[src/rtl/alu_pkg.sv]
// Shared execute-datapath definitions: default adder geometry and result flags.
package alu_pkg;

  localparam int unsigned DEF_WIDTH = 16;
  localparam int unsigned DEF_GROUP = 4;

  typedef struct packed {
    logic cout;
    logic ovf;
    logic zero;
  } alu_flags_t;

endpackage

[src/rtl/cla_group.sv]
// Combinational GROUP-bit carry-lookahead block: every carry is a flat
// sum-of-products over generate/propagate terms and cin, with no ripple.
module cla_group
  import alu_pkg::*;
#(
  parameter int unsigned GROUP = DEF_GROUP
) (
  input  logic [GROUP-1:0] a,
  input  logic [GROUP-1:0] b,
  input  logic             cin,
  output logic [GROUP-1:0] sum,
  output logic             gen,
  output logic             prop,
  output logic             cout,
  output logic             c_msb
);

  logic [GROUP-1:0] g;
  logic [GROUP-1:0] p;
  logic [GROUP:0]   c;
  logic             acc;
  logic             pp;

  // For bit i, acc collects every g[j] whose carry survives p[j+1..i] and pp is
  // p[0..i]. Both are rebuilt from scratch per bit, so no carry depends on another.
  always_comb begin
    g    = a & b;
    p    = a | b;
    c    = '0;
    c[0] = cin;
    acc  = 1'b0;
    pp   = 1'b0;
    for (int unsigned i = 0; i < GROUP; i++) begin
      acc = g[i];
      pp  = p[i];
      for (int unsigned j = i; j > 0; j--) begin
        acc = acc | (g[j-1] & pp);
        pp  = pp & p[j-1];
      end
      c[i+1] = acc | (pp & cin);
    end
    gen   = acc;
    prop  = pp;
    sum   = a ^ b ^ c[GROUP-1:0];
    cout  = c[GROUP];
    c_msb = c[GROUP-1];
  end

endmodule

[src/rtl/cla_addsub_pipe.sv]
// Pipelined CLA adder/subtractor, one GROUP-bit lookahead group per stage.
// Optional CLA_SAT_EN: clamp the sum to the signed extreme on overflow.
module cla_addsub_pipe
  import alu_pkg::*;
#(
  parameter int unsigned WIDTH = DEF_WIDTH,
  parameter int unsigned GROUP = DEF_GROUP
) (
  input  logic             clk,
  input  logic             rst,
  input  logic             in_valid,
  output logic             in_ready,
  input  logic [WIDTH-1:0] a,
  input  logic [WIDTH-1:0] b,
  input  logic             sub,
  output logic             out_valid,
  input  logic             out_ready,
  output logic [WIDTH-1:0] sum,
  output logic             cout,
  output logic             ovf,
  output logic             zero
);

  localparam int unsigned STAGES = WIDTH / GROUP;

  if (GROUP < 1 || WIDTH == 0 || (WIDTH % GROUP) != 0) begin : g_bad_cfg
    $fatal(1, "cla_addsub_pipe: WIDTH must be a positive multiple of GROUP");
  end

  logic             stall;
  logic [WIDTH-1:0] b_eff;
  logic [WIDTH-1:0] sel_w [STAGES];
  logic [WIDTH-1:0] sel_b [STAGES];
  logic             sel_c [STAGES];
  logic             sel_v [STAGES];
  logic [WIDTH-1:0] nxt_w [STAGES];
  logic [GROUP-1:0] g_sum [STAGES];
  logic             g_gen [STAGES];
  logic             g_prop[STAGES];
  logic             g_co  [STAGES];
  logic             g_cm  [STAGES];
  logic             v_q   [STAGES];
  logic [WIDTH-1:0] d_q   [STAGES];
  logic [WIDTH-1:0] b_q   [STAGES];
  logic             c_q   [STAGES];
  logic [WIDTH-1:0] sum_n;
  alu_flags_t       flags_n;
  alu_flags_t       flags_q;
  logic             unused_taps;

  assign stall    = v_q[STAGES-1] & ~out_ready;
  assign in_ready = ~stall;

  // Stage word is skewed: bits below the active group already hold sum,
  // bits from the active group upward still hold operand A.
  always_comb begin
    b_eff = sub ? ~b : b;
    for (int unsigned k = 0; k < STAGES; k++) begin
      if (k == 0) begin
        sel_w[k] = a;
        sel_b[k] = b_eff;
        sel_c[k] = sub;
        sel_v[k] = in_valid;
      end else begin
        sel_w[k] = d_q[k-1];
        sel_b[k] = b_q[k-1];
        sel_c[k] = c_q[k-1];
        sel_v[k] = v_q[k-1];
      end
    end
  end

  for (genvar k = 0; k < STAGES; k++) begin : g_stage
    cla_group #(.GROUP(GROUP)) u_grp (
      .a    (sel_w[k][k*GROUP +: GROUP]),
      .b    (sel_b[k][k*GROUP +: GROUP]),
      .cin  (sel_c[k]),
      .sum  (g_sum[k]),
      .gen  (g_gen[k]),
      .prop (g_prop[k]),
      .cout (g_co[k]),
      .c_msb(g_cm[k])
    );
  end

  always_comb begin
    for (int unsigned k = 0; k < STAGES; k++) begin
      nxt_w[k] = sel_w[k];
      nxt_w[k][k*GROUP +: GROUP] = g_sum[k];
    end
    sum_n        = nxt_w[STAGES-1];
    flags_n.cout = g_co[STAGES-1];
    flags_n.ovf  = g_cm[STAGES-1] ^ g_co[STAGES-1];
`ifdef CLA_SAT_EN
    // The last stage word still carries A's MSB, which picks the clamp direction.
    if (flags_n.ovf) begin
      sum_n = sel_w[STAGES-1][WIDTH-1] ? ~({WIDTH{1'b1}} >> 1) : ({WIDTH{1'b1}} >> 1);
    end
`endif
    flags_n.zero = ~|sum_n;
  end

  // Group generate/propagate and the pass-through copies in the last stage
  // are not needed by this datapath.
  always_comb begin
    unused_taps = 1'b0;
    for (int unsigned k = 0; k < STAGES; k++) begin
      unused_taps = unused_taps ^ (^b_q[k]) ^ g_gen[k] ^ g_prop[k] ^ g_cm[k] ^ c_q[k];
    end
  end

  always_ff @(posedge clk or posedge rst) begin
    if (rst) begin
      for (int unsigned k = 0; k < STAGES; k++) begin
        v_q[k] <= 1'b0;
        d_q[k] <= '0;
        b_q[k] <= '0;
        c_q[k] <= 1'b0;
      end
      flags_q <= '0;
    end else if (!stall) begin
      for (int unsigned k = 0; k < STAGES; k++) begin
        v_q[k] <= sel_v[k];
        if (sel_v[k]) begin
          d_q[k] <= (k == STAGES-1) ? sum_n : nxt_w[k];
          b_q[k] <= sel_b[k];
          c_q[k] <= g_co[k];
        end
      end
      if (sel_v[STAGES-1]) begin
        flags_q <= flags_n;
      end
    end
  end

  assign out_valid = v_q[STAGES-1];
  assign sum       = d_q[STAGES-1];
  assign cout      = flags_q.cout;
  assign ovf       = flags_q.ovf;
  assign zero      = flags_q.zero;

endmodule

[config.mk]
export PLATFORM = sky130hd
export DESIGN_NAME = cla_addsub_pipe
export DESIGN_NICKNAME = d
export VERILOG_FILES = /design/src/rtl/alu_pkg.sv /design/src/rtl/cla_group.sv /design/src/rtl/cla_addsub_pipe.sv
export SDC_FILE = /design/constraint.sdc
export NUM_CORES = 1
export LEC_CHECK = 0
export BUFFER_PORTS_ARGS = -buffer_cell sky130_fd_sc_hd__buf_2
export CORE_MARGIN = 2
export CORE_UTILIZATION = 50
export DETAILED_ROUTE_END_ITERATION = 6
export PLACE_DENSITY = 0.79
export SETUP_SLACK_MARGIN = 0.5
export SYNTH_ARGS = -nofsm -noshare
export SYNTH_HDL_FRONTEND = slang
export SYNTH_SLANG_ARGS = --single-unit
[constraint.sdc]
create_clock -name clk -period 7.3 [get_ports clk]
set_clock_uncertainty 0.2 [all_clocks]
set_input_delay 0 -clock clk [delete_from_list [all_inputs] [get_ports clk]]
set_output_delay 0 -clock clk [all_outputs]
set_load 0.005 [all_outputs]
### After elaboration in Yosys (flattened, before gate mapping)

Cells that the tools add are included.

| word-level totals | value |
|---|---|
| register bits after elaboration | 122 |
| logic and storage cells | 149 |
| output and inout port bits | 21 |

| operators by class | value |
|---|---|
| bitwise operators | 125 |
| mux-type cells | 1 |
| reductions and logical operators | 6 |

Operators with widths:

| operator | number |
|---|---|
| $and 1x1->1 | 65 |
| $or 1x1->1 | 40 |
| $xor 4x4->4 | 8 |
| $and 4x4->4 | 4 |
| $mux 16 | 1 |
| $not 16->16 | 1 |
| $or 4x4->4 | 4 |
| $reduce_or 16->1 | 1 |
| $reduce_and 2->1 | 4 |
| $not 1->1 | 2 |
| $logic_not 1->1 | 1 |
| $xor 1x1->1 | 1 |

### Logic depth before layout (Yosys ltp)

Gate-level depths: netlist (run 1).

| depth | value |
|---|---|
| depth in word-level cells | 8 |
| mapped depth | 10 |
| depth with buffers taken out | 8 |

### Hierarchy

Synthesis (run 1) repeated with hierarchy kept, for this count alone.

| unflattened totals | value |
|---|---|
| cell total of the unflattened synthesis | 440 |
| area total of the unflattened synthesis | 5412.7 um^2 |

Modules (own cells, without submodules):

| module | instances | cells an instance | area an instance (um^2) |
|---|---|---|---|
| cla_addsub_pipe | 1 | 268 | 4126.5 |
| cla_group | 4 | 43 | 321.6 |

### Worst setup path after synthesis (run 1)

OpenSTA, ideal clock, no wires.

| timing | value |
|---|---|
| path kind | input-to-reg |
| start | input sub |
| end | register d_q[51] in the netlist's numbering |
| buffers on the path | 2 |
| setup slack | 5.399 ns |
| setup time | 0.069 ns |
| data arrival time | 1.632 ns |
| stages | 10 |
| cell sequence | buf_4 > buf_2 > xor2_1 > inv_1 > ha_1 > nand2b_1 > a21oi_1 > nor2_1 > or4_1 > nand3_1 |

| between the ends | value |
|---|---|
| word-level cells in the longest chain between the ends | 7 |

Ends and longest elaborated chain:

| element | line | RTL |
|---|---|---|
| from (decl) | cla_addsub_pipe.sv:15 | `input logic sub,` |
| $mux 16 | cla_addsub_pipe.sv:57 | `b_eff = sub ? ~b : b;` |
| $and 4x4->4 / $or 4x4->4 (equally long branches) | cla_group.sv:27, cla_group.sv:28 |  |
| $and 1x1->1 (on tied branches) | cla_group.sv:37, cla_group.sv:38 |  |
| $or 1x1->1 (tied with other cells) | cla_group.sv:37 | `acc = acc \| (g[j-1] & pp);` |
| $or 1x1->1 / $and 1x1->1 (equally long branches) | cla_group.sv:37, cla_group.sv:40 |  |
| $or 1x1->1 | cla_group.sv:40 | `c[i+1] = acc \| (pp & cin);` |
| $xor 4x4->4 (*) | cla_group.sv:44 | `sum = a ^ b ^ c[GROUP-1:0];` |
| to (signal, indexed assignment) | cla_addsub_pipe.sv:125 | `d_q[k] <= (k == STAGES-1) ? sum_n : nxt_w[k];` |
| to (decl) | cla_addsub_pipe.sv:43 | `logic [WIDTH-1:0] d_q [STAGES];` |

Every way passes the cells marked *; elsewhere a longest branch is shown, timed or not.
A chain may end at the register's enable or synchronous reset.

### Worst setup path in the final report (run 1)

| timing | value |
|---|---|
| start | register v_q (netlist bit out_valid) |
| end | register d_q[27] in the netlist's numbering |

| between the ends | value |
|---|---|
| word-level cells in the longest chain between the ends | 3 |

Ends and longest elaborated chain:

| element | line | RTL |
|---|---|---|
| from (decl) | cla_addsub_pipe.sv:42 | `logic v_q [STAGES];` |
| from (signal, indexed assignment) | cla_addsub_pipe.sv:123 | `v_q[k] <= sel_v[k];` |
| $and 1x1->1 | cla_addsub_pipe.sv:51 | `assign stall = v_q[STAGES-1] & ~out_ready;` |
| $not 1->1 (no source line) | - |  |
| $reduce_and 2->1 (no source line) | - |  |

No other way between the ends.

==> results.cfg, run 1 <==
[outcome]
outcome = complete, no violations

[cts]
clockBufferDepth = 2
post-cts-setup-buffers = 0
postCtsHoldBufs = 35
htreeDepth = 3
cts_tree = done
cts_resized = 0
clkSinkCount = 98
clk_pin_slew_ns = 0.08
cts_buffers = 9
worstSkewPairLatency_ns = 0.35
root_buffer = clkbuf_8

[timing]
timing_hold_violations_final = 0
tns_ns = 0
relSlewSlack_pct = 31.9
holdWs_ns = 0.0155
slew_violations = 0
worstMarginPinSlew_ns = 1.02
rsz0062_at_grt = no
setup_violations = 0
fin_crit_sh_pct = 31.5
fmax_mhz = 435
min_period_ns = 2.30

[die]
dieArea_sq_um = 10500
rows = 35
core_area_sq_um = 9330
die_y_um = 102
io_pins = 58
start_util_pct = 51.9
dieWidth_um = 102

[synth]
ys_types = 35
yosys_most_used_dff = dfrtp_1
synthesis.area_sq_um = 4840
yosys-top-cells-area = dfrtp_1 (51%), mux2_2 (13%), ha_1 (8.5%)
synth_most_common_cell = dfrtp_1
netlist_top_cells_count = dfrtp_1 (98), mux2_2 (58), inv_1 (39), ha_1 (33), nand2_1 (33)
synth_top_area_share_pct = 50.6
seq_area_frac_synth_pct = 50.6
yosysWarnings = 0
postSynthCellCount = 409
yosysTopAreaCell = dfrtp_1
ys_ff_latch = 98
syn_avg_cell_area_sq_um = 11.8
syn-num-nets = 482
synth_async_sr_flop_share_pct = 100
synth_enable_flop_cells = 0

[power]
power_density_nw_per_um2 = 376
leakagePower_nw = 2.76
vdd_drop_max_v = 0.000185

[detailed_routing]
wl_per_cell_um = 13.5
first_pass_iters = 4
route.detailed.drc = 0
drt_iter0_drc = 90
vias = 3021
wl_um = 8350
antenna_left = 0
via_per_inst = 4.89

[grt]
grt_use_met3_pct = 3.28
use_met2_pct = 29.2
grt_pass1_wl_um = 14300
gr-total-overflow = 0
grt-busiest-layer = met2
antenna_found_initial = 0
grt_usage_pct = 17.6
met1_usage_pct = 22.9
first_global_vias = 3104
grt_start_max_net_pins = 84

[worst_setup_path]
crit_path_max_fanout = 29
critPathSlowestCell = or4_1
slowest_delay_ns = 0.70
start_kind = register
cp.arrival_ns = 2.39
worstPathRequired_ns = 7.39
worstSetupPathType = reg -> reg
worst_setup_path_end_kind = register
critPathTopFamily = simple AND/OR/NAND/NOR gates
startpoint = out_valid
path_cells = nor2b_4, inv_2, nand2_1, or4_1, nand3_1
r2r-start = out_valid
critical_path_buf_inv_count = 1

[final_layout]
area_growth_syn_to_layout_pct = 17.2
final_nets = 557
fin_cells = 618
stdcell_area_sq_um = 5680
layout-drive-gt1-share_pct = 29.2
num_antenna_cells = 0

[placement]
io_buffers = 57
hpwlAfterDp_um = 5820
dp.cells = 567
placed_area_sq_um = 5110
gp_congestion = 0.811

[hold_path]
hp-class = in -> reg
min_from = in_valid

[run]
maxCapViolCount = 0
-- power by group --
group	total (mW)	internal (mW)	switching, mW
clock	0.375	0.201	0.174
sequential	0.945	0.783	0.162
combinational	0.815	0.428	0.387
-- cell type report --
type / instances / area, sq um
clock inverter: 5 / 77.6
inverter: 41 / 155
tap: 129 / 161
timing repair buffer: 95 / 658
sequential: 98 / 2450
fill: 748 / 3650
multi-input combinational: 239 / 2030
clock buffer: 11 / 141
-- sequential cells by signal, summed over array words and instances (netlist names) --
signal and flops:
ovf 1, d_q 48, sel_v 3, out_valid 1, b_q 24, cout 1
sum 16, c_q 3, zero 1
-- cell usage in the layout (no fill, tap or decap), types with 4 or more instances in the layout --
master and count:
dlygate4sd3_1 35, mux2i_1 4, nor2_1 7, xor2_1 16
a21oi_1 13, dfrtp_1 98, nand2_1 33, nor3b_1 6
mux2_2 58, clkbuf_8 10, ha_1 33, o21ai_0 25
xnor2_1 10, o21ba_2 4, buf_2 57, inv_1 38
-- tightest hold or removal path: stages --
cell     delay, ns
buf_2         0.10
nand2_1       0.05
buf_4         0.27
nand2_1       0.11
-- per-stage QoR --
| step | total power [mW] | utilization (%) | setup slack (ns) |
|---|---|---|---|
| floorplan | 1.58 | - | 4.54 |
| global placement | 1.70 | 54.8 | 5.08 |
| CTS | 2.16 | 60.9 | 4.98 |
| global route | 2.31 | 60.9 | 4.78 |
| detailed placement | 1.76 | 54.8 | 5.00 |
| finish | 2.14 | 60.9 | 5.00 |
-- final timing paths --
| kind | to | slack, ns | depth (start not counted) |
|---|---|---|---|
| hold / removal | sel_v[2] | 0.02 | 4 |
| hold reg to reg | b_q[63] | 0.28 | 2 |
| max in group asynchronous | d_q[20] | 5.14 | 5 |
| min in group asynchronous | sum[15] | 0.47 | 4 |
| setup / recovery | d_q[27] | 5.00 | 5 |
| setup reg to reg | d_q[27] | 5.00 | 5 |
-- metal layers --
layer / share of wire, % / wire [um] / vias to the layer above
li1: - / - / 1484
met1: 47 / 3950 / 1456
met2: 47 / 3890 / 65
met3: 4.0 / 335 / 16
met4: 2.1 / 174 / 0
met5: 0 / 0 / -
-- logic make-up (layout without fill, tap and decap cells) --
| logic type | after synthesis | after routing | synth area share [%] |
|---|---|---|---|
| DFF | 98 | 98 | 50.6 |
| buffers and inverters | 72 | 152 | 7.44 |
| AOI/OAI and AO/OA | 50 | 50 | 6.20 |
| muxes | 64 | 64 | 14.8 |
| xor gates and xnor gates | 26 | 26 | 4.70 |
| and+or+nand+nor | 63 | 63 | 6.48 |
| adders and majority gates | 36 | 36 | 9.77 |
(Power assumes the default switching activity.)
==> inputs of run 2 (changes only) <==
- PLACE_DENSITY: 0.79 -> 0.82
- clock period: 7.3 -> 2.1 ns (I/O delays scaled with it)
==> run 2 against run 1 <==
  * Register-to-register slack worse by 4.7 ns
  * Die area unchanged
  * Non-clock buffer count rose by 47
  * Via count increased by 16%
  * Hold slack better by 0.0048 ns
  * Global-route usage is 3.1 points higher
  * Count of clock-buffer cells in the layout rose by 1
  * Critical endpoint is now ovf
  * Largest power group is now combinational cells
==> results.cfg, run 2 (synthesized netlist as in run 1, its figures left out) <==
[placement]
dpl_worst_slack_ns = 0.184
hpwlAfterDp_um = 6140
gp_congestion = 0.804
dp.cells = 573
io_buffers = 57

[die]
die_y_um = 102
dieWidth_um = 102
io_pins = 58
rows = 35
start_util_pct = 51.9
dieArea_sq_um = 10500
core_area_sq_um = 9330

[final_layout]
fin_util_pct = 72.7
largest_register_ffs = 48
final_cell_mix = dfrtp_1 (98), buf_2 (56), mux2_4 (45)
layout-drive-gt1-share_pct = 43.5
num_antenna_cells = 0
final_nets = 604
area_growth_syn_to_layout_pct = 40.0
mostFrequentLayoutCell = dfrtp_1
fin_cells = 665
regMostFlops = d_q

[power]
total_power_mw = 9.60
power_density_nw_per_um2 = 1420
vdd_drop_max_v = 0.000520
leakagePower_nw = 3.33

[detailed_routing]
wl_per_cell_um = 19.1
antenna_left = 0
first_pass_iters = 4
vias = 3495
drt_iter0_drc = 118
via_per_inst = 5.26
route.detailed.drc = 0
wl_um = 12700

[timing]
worst_slack_ns = 0.275
slew_violations = 0
fin_crit_sh_pct = 86.9
timing_hold_violations_final = 0
tns_ns = 0
rsz0062_at_grt = yes
worstMarginPinSlew_ns = 0.583
setup_violations = 0
relSlewSlack_pct = 61.0
min_period_ns = 1.82
fmax_mhz = 548

[worst_setup_path]
worstPathRequired_ns = 2.21
r2r-start = d_q[28]
crit_path_max_fanout = 3
worst_setup_path_end_kind = register
startpoint = d_q[28]
worstSetupPathType = reg -> reg
cp.arrival_ns = 1.94
start_kind = register

[grt]
grt_usage_pct = 20.7
gr-total-overflow = 0
antenna_found_initial = 0
grt_pass1_wl_um = 16500
first_global_vias = 3451
grt_start_max_net_pins = 47

[cts]
worstSkewPairLatency_ns = 0.38
clockBufferDepth = 2
htreeDepth = 3
root_buffer = clkbuf_8
clk_pin_slew_ns = 0.10
cts_tree = done
cts_buffers = 9
clkSinkCount = 98

[hold_path]
hp-class = in -> async

[run]
maxCapViolCount = 0

[outcome]
outcome = complete, no violations
run 2: per-layer routing:
metal	part of all wire, %	track usage (%)	vias up	wire length, um
met5	0	0	-	0
met4	3.3	7.79	0	420
met3	3.5	4.10	37	446
met2	52	35.4	106	6590
met1	41	26.1	1775	5210
li1	-	-	1577	-
run 2: area by class of cell:
class,count,area (sq um)
clock buffers,12,155
clock inverters,4,56.3
fillers,567,2550
inverters,41,163
multi-input cells,239,2540
flip-flops and latches,98,2450
well taps,129,161
repair buffers,142,1250
run 2: final timing paths:
check	cells past startpoint	slack, ns	to
worst min register to register	2	0.28	cout
worst max-delay path	7	0.28	ovf
worst max register to register	7	0.28	ovf
min in group clk	6	0.04	d_q[51]
worst min-delay path	3	0.02	sum[6]
max in group asynchronous	4	0.93	d_q[29]
run 2: power by group:
| group | switching [mW] | internal (mW) | leakage, nW |
|---|---|---|---|
| registers | 0.707 | 2.72 | 1.18 |
| clock network | 0.692 | 0.630 | 0.108 |
| logic | 2.09 | 2.76 | 2.04 |
run 2: worst max-delay path, cell delays in order, from the launching register on:
cell and delay, ns:
dfrtp_1 0.38, buf_4 0.14, ha_1 0.16, nor2_2 0.05, a221oi_4 0.27, nor2_2 0.08
or3b_1 0.36, a21oi_2 0.11
run 2: what timing repair did:
action / in CTS / in global routing
endpoints found under the hold margin: 127 / 0
resized for setup: 37 / 91
cloned: 1 / 7
hold buffers: 38 / 0
buffers inserted: 18 / 13
setup endpoints to repair: 74 / 75
pin swaps: 12 / 21
run 2: through the flow:
| step | hold WS, ns | area [sq um] |
|---|---|---|
| after floorplan | -0.0842 | 4890 |
| after global placement | -0.109 | 5210 |
| after detailed placement | -0.107 | 5210 |
| after CTS | 0.00835 | 6140 |
| after global routing | 0.0735 | 6780 |
| final | 0.0204 | 6780 |
==> inputs of run 3 (changes only) <==
- CELL_PAD_IN_SITES_DETAIL_PLACEMENT: default -> 0
- CELL_PAD_IN_SITES_GLOBAL_PLACEMENT: default -> 1
- CORE_UTILIZATION: 50 -> 42
- PLACE_DENSITY: 0.82 -> 0.84
==> run 3 against run 2 <==
  * Wire length is 19% lower
  * Maximum frequency grew 1.1%
  * Critical path depth down 1
  * Sequential power shrank 1%
  * Flip-flop and latch count is the same
  * Count of clock-buffer cells in the layout fell by 3
  * Design area about the same
  * Via count shrank 6.5%
==> results.cfg, run 3 (synthesized netlist as in run 1, its figures left out) <==
[outcome]
outcome = complete, no violations

[grt]
antenna_found_initial = 0
grt_start_max_net_pins = 58
grt_pass1_wl_um = 15200
grt_usage_pct = 15.2
gr-total-overflow = 0
first_global_vias = 3155

[detailed_routing]
wl_per_cell_um = 15.2
via_per_inst = 4.84
wl_um = 10200
route.detailed.drc = 0
vias = 3268
first_pass_iters = 4
drt_iter0_drc = 83
antenna_left = 0

[timing]
fin_crit_sh_pct = 86.0
setup_violations = 0
rsz0062_at_grt = yes
tns_ns = 0
slew_violations = 0
min_period_ns = 1.81
timing_hold_violations_final = 0
fmax_mhz = 554
worstMarginPinSlew_ns = 0.561
relSlewSlack_pct = 62.6

[worst_setup_path]
regToRegEndpoint = ovf
reg2reg_slack_ns = 0.29
worst_setup_path_end_kind = register
rr_worst_depth = 6
critical_path_buf_inv_count = 1
slowest_delay_ns = 0.39
startpoint = b_q[29]
start_kind = register
worstPathRequired_ns = 2.17
critPathTopFamily = simple AND/OR/NAND/NOR gates
crit_path_max_fanout = 4
critPathSlowestCell = dfrtp_1
cp.arrival_ns = 1.87
r2r-start = b_q[29]
worstSetupPathType = reg -> reg
path_cells = ha_2, inv_2, a221oi_4, nor2_2, or3b_1, a21oi_1

[die]
dieArea_sq_um = 12400
core_area_sq_um = 11300
start_util_pct = 42.8
dieWidth_um = 111
rows = 39
io_pins = 58
die_y_um = 111

[placement]
dp.cells = 589
hpwlAfterDp_um = 6180
io_buffers = 57
gp_congestion = 0.792

[final_layout]
layout-drive-gt1-share_pct = 40.6
largest_register_ffs = 48
regMostFlops = d_q
final_cell_mix = dfrtp_1 (98), buf_2 (56), mux2_4 (44)
final_nets = 602
area_growth_syn_to_layout_pct = 39.9
num_antenna_cells = 0
fin_cells = 675
mostFrequentLayoutCell = dfrtp_1

[cts]
htreeDepth = 3
clk_pin_slew_ns = 0.07
cts_tree = done
clkSinkCount = 98
root_buffer = clkbuf_16
cts_buffers = 9
worstSkewPairLatency_ns = 0.34
clockBufferDepth = 2

[power]
vdd_drop_max_v = 0.000536
leakagePower_nw = 3.33
power_density_nw_per_um2 = 1400
total_power_mw = 9.52

[run]
maxCapViolCount = 0

[hold_path]
hp-class = in -> async
-- run 3: cell count changes in the layout (fill, tap and decap cells not counted), sizes merged --
cell / before / now
clkinv: 1 / 0
inv: 42 / 40
clkinvlp: 1 / 3
nand2: 33 / 36
bufinv: 1 / 3
buf: 97 / 94
clkbuf: 20 / 15
-- run 3: area by class of cell --
class	count	area, sq um
fill	890	4550
timing repair buffer	137	1190
multi-input combinational	242	2460
inverter	41	165
clock buffer	9	225
sequential	98	2450
tap	143	179
clock inverter	5	105
-- run 3: how the worst max path moves through the flow --
stage / to / slack (ns) / cells past startpoint
floorplan: ovf / 0.32 / 7
global placement: ovf / 0.28 / 7
global route: ovf / 0.21 / 6
finish: ovf / 0.29 / 6
detailed placement: ovf / 0.22 / 7
CTS: ovf / 0.31 / 7
-- run 3: worst min-delay path, stage by stage --
cell           delay (ns)
dlygate4sd3_1        0.53
buf_2                0.13
clkinvlp_4           0.31
-- run 3: metrics by stage --
step	area [sq um]	hold WS, ns	util, %	setup slack [ns]
2_1_floorplan	4890	-0.0842	-	0.321
3_3_place_gp	5220	-0.170	46.1	0.284
3_5_place_dp	5220	-0.166	46.1	0.218
4_1_cts	6130	0.0127	54.2	0.306
5_1_grt	6770	0.0524	59.8	0.214
6_report	6770	0.0158	59.8	0.294
-- run 3: report_power, final --
| group | switching (mW) | internal [mW] | leakage, nW | total, mW |
|---|---|---|---|---|
| logic | 1.80 | 2.51 | 1.99 | 4.31 |
| clock network | 0.674 | 1.15 | 0.154 | 1.82 |
| registers | 0.651 | 2.73 | 1.18 | 3.38 |
-- run 3: timing repair --
action	in CTS	in global routing
gates resized for setup	31	80
hold buffers	36	1
cloned	1	8
pin swaps	16	16
endpoints found under the setup margin	85	73
setup buffers	12	14
endpoints found under the hold margin	132	1
-- run 3: metal layers --
layer / wire length, um / vias to the layer above / global-route usage [%]
li1: - / 1584 / -
met1: 4560 / 1597 / 19.6
met2: 4990 / 69 / 25.2
met3: 442 / 18 / 3.70
met4: 236 / 0 / 5.35
met5: 0 / - / 0
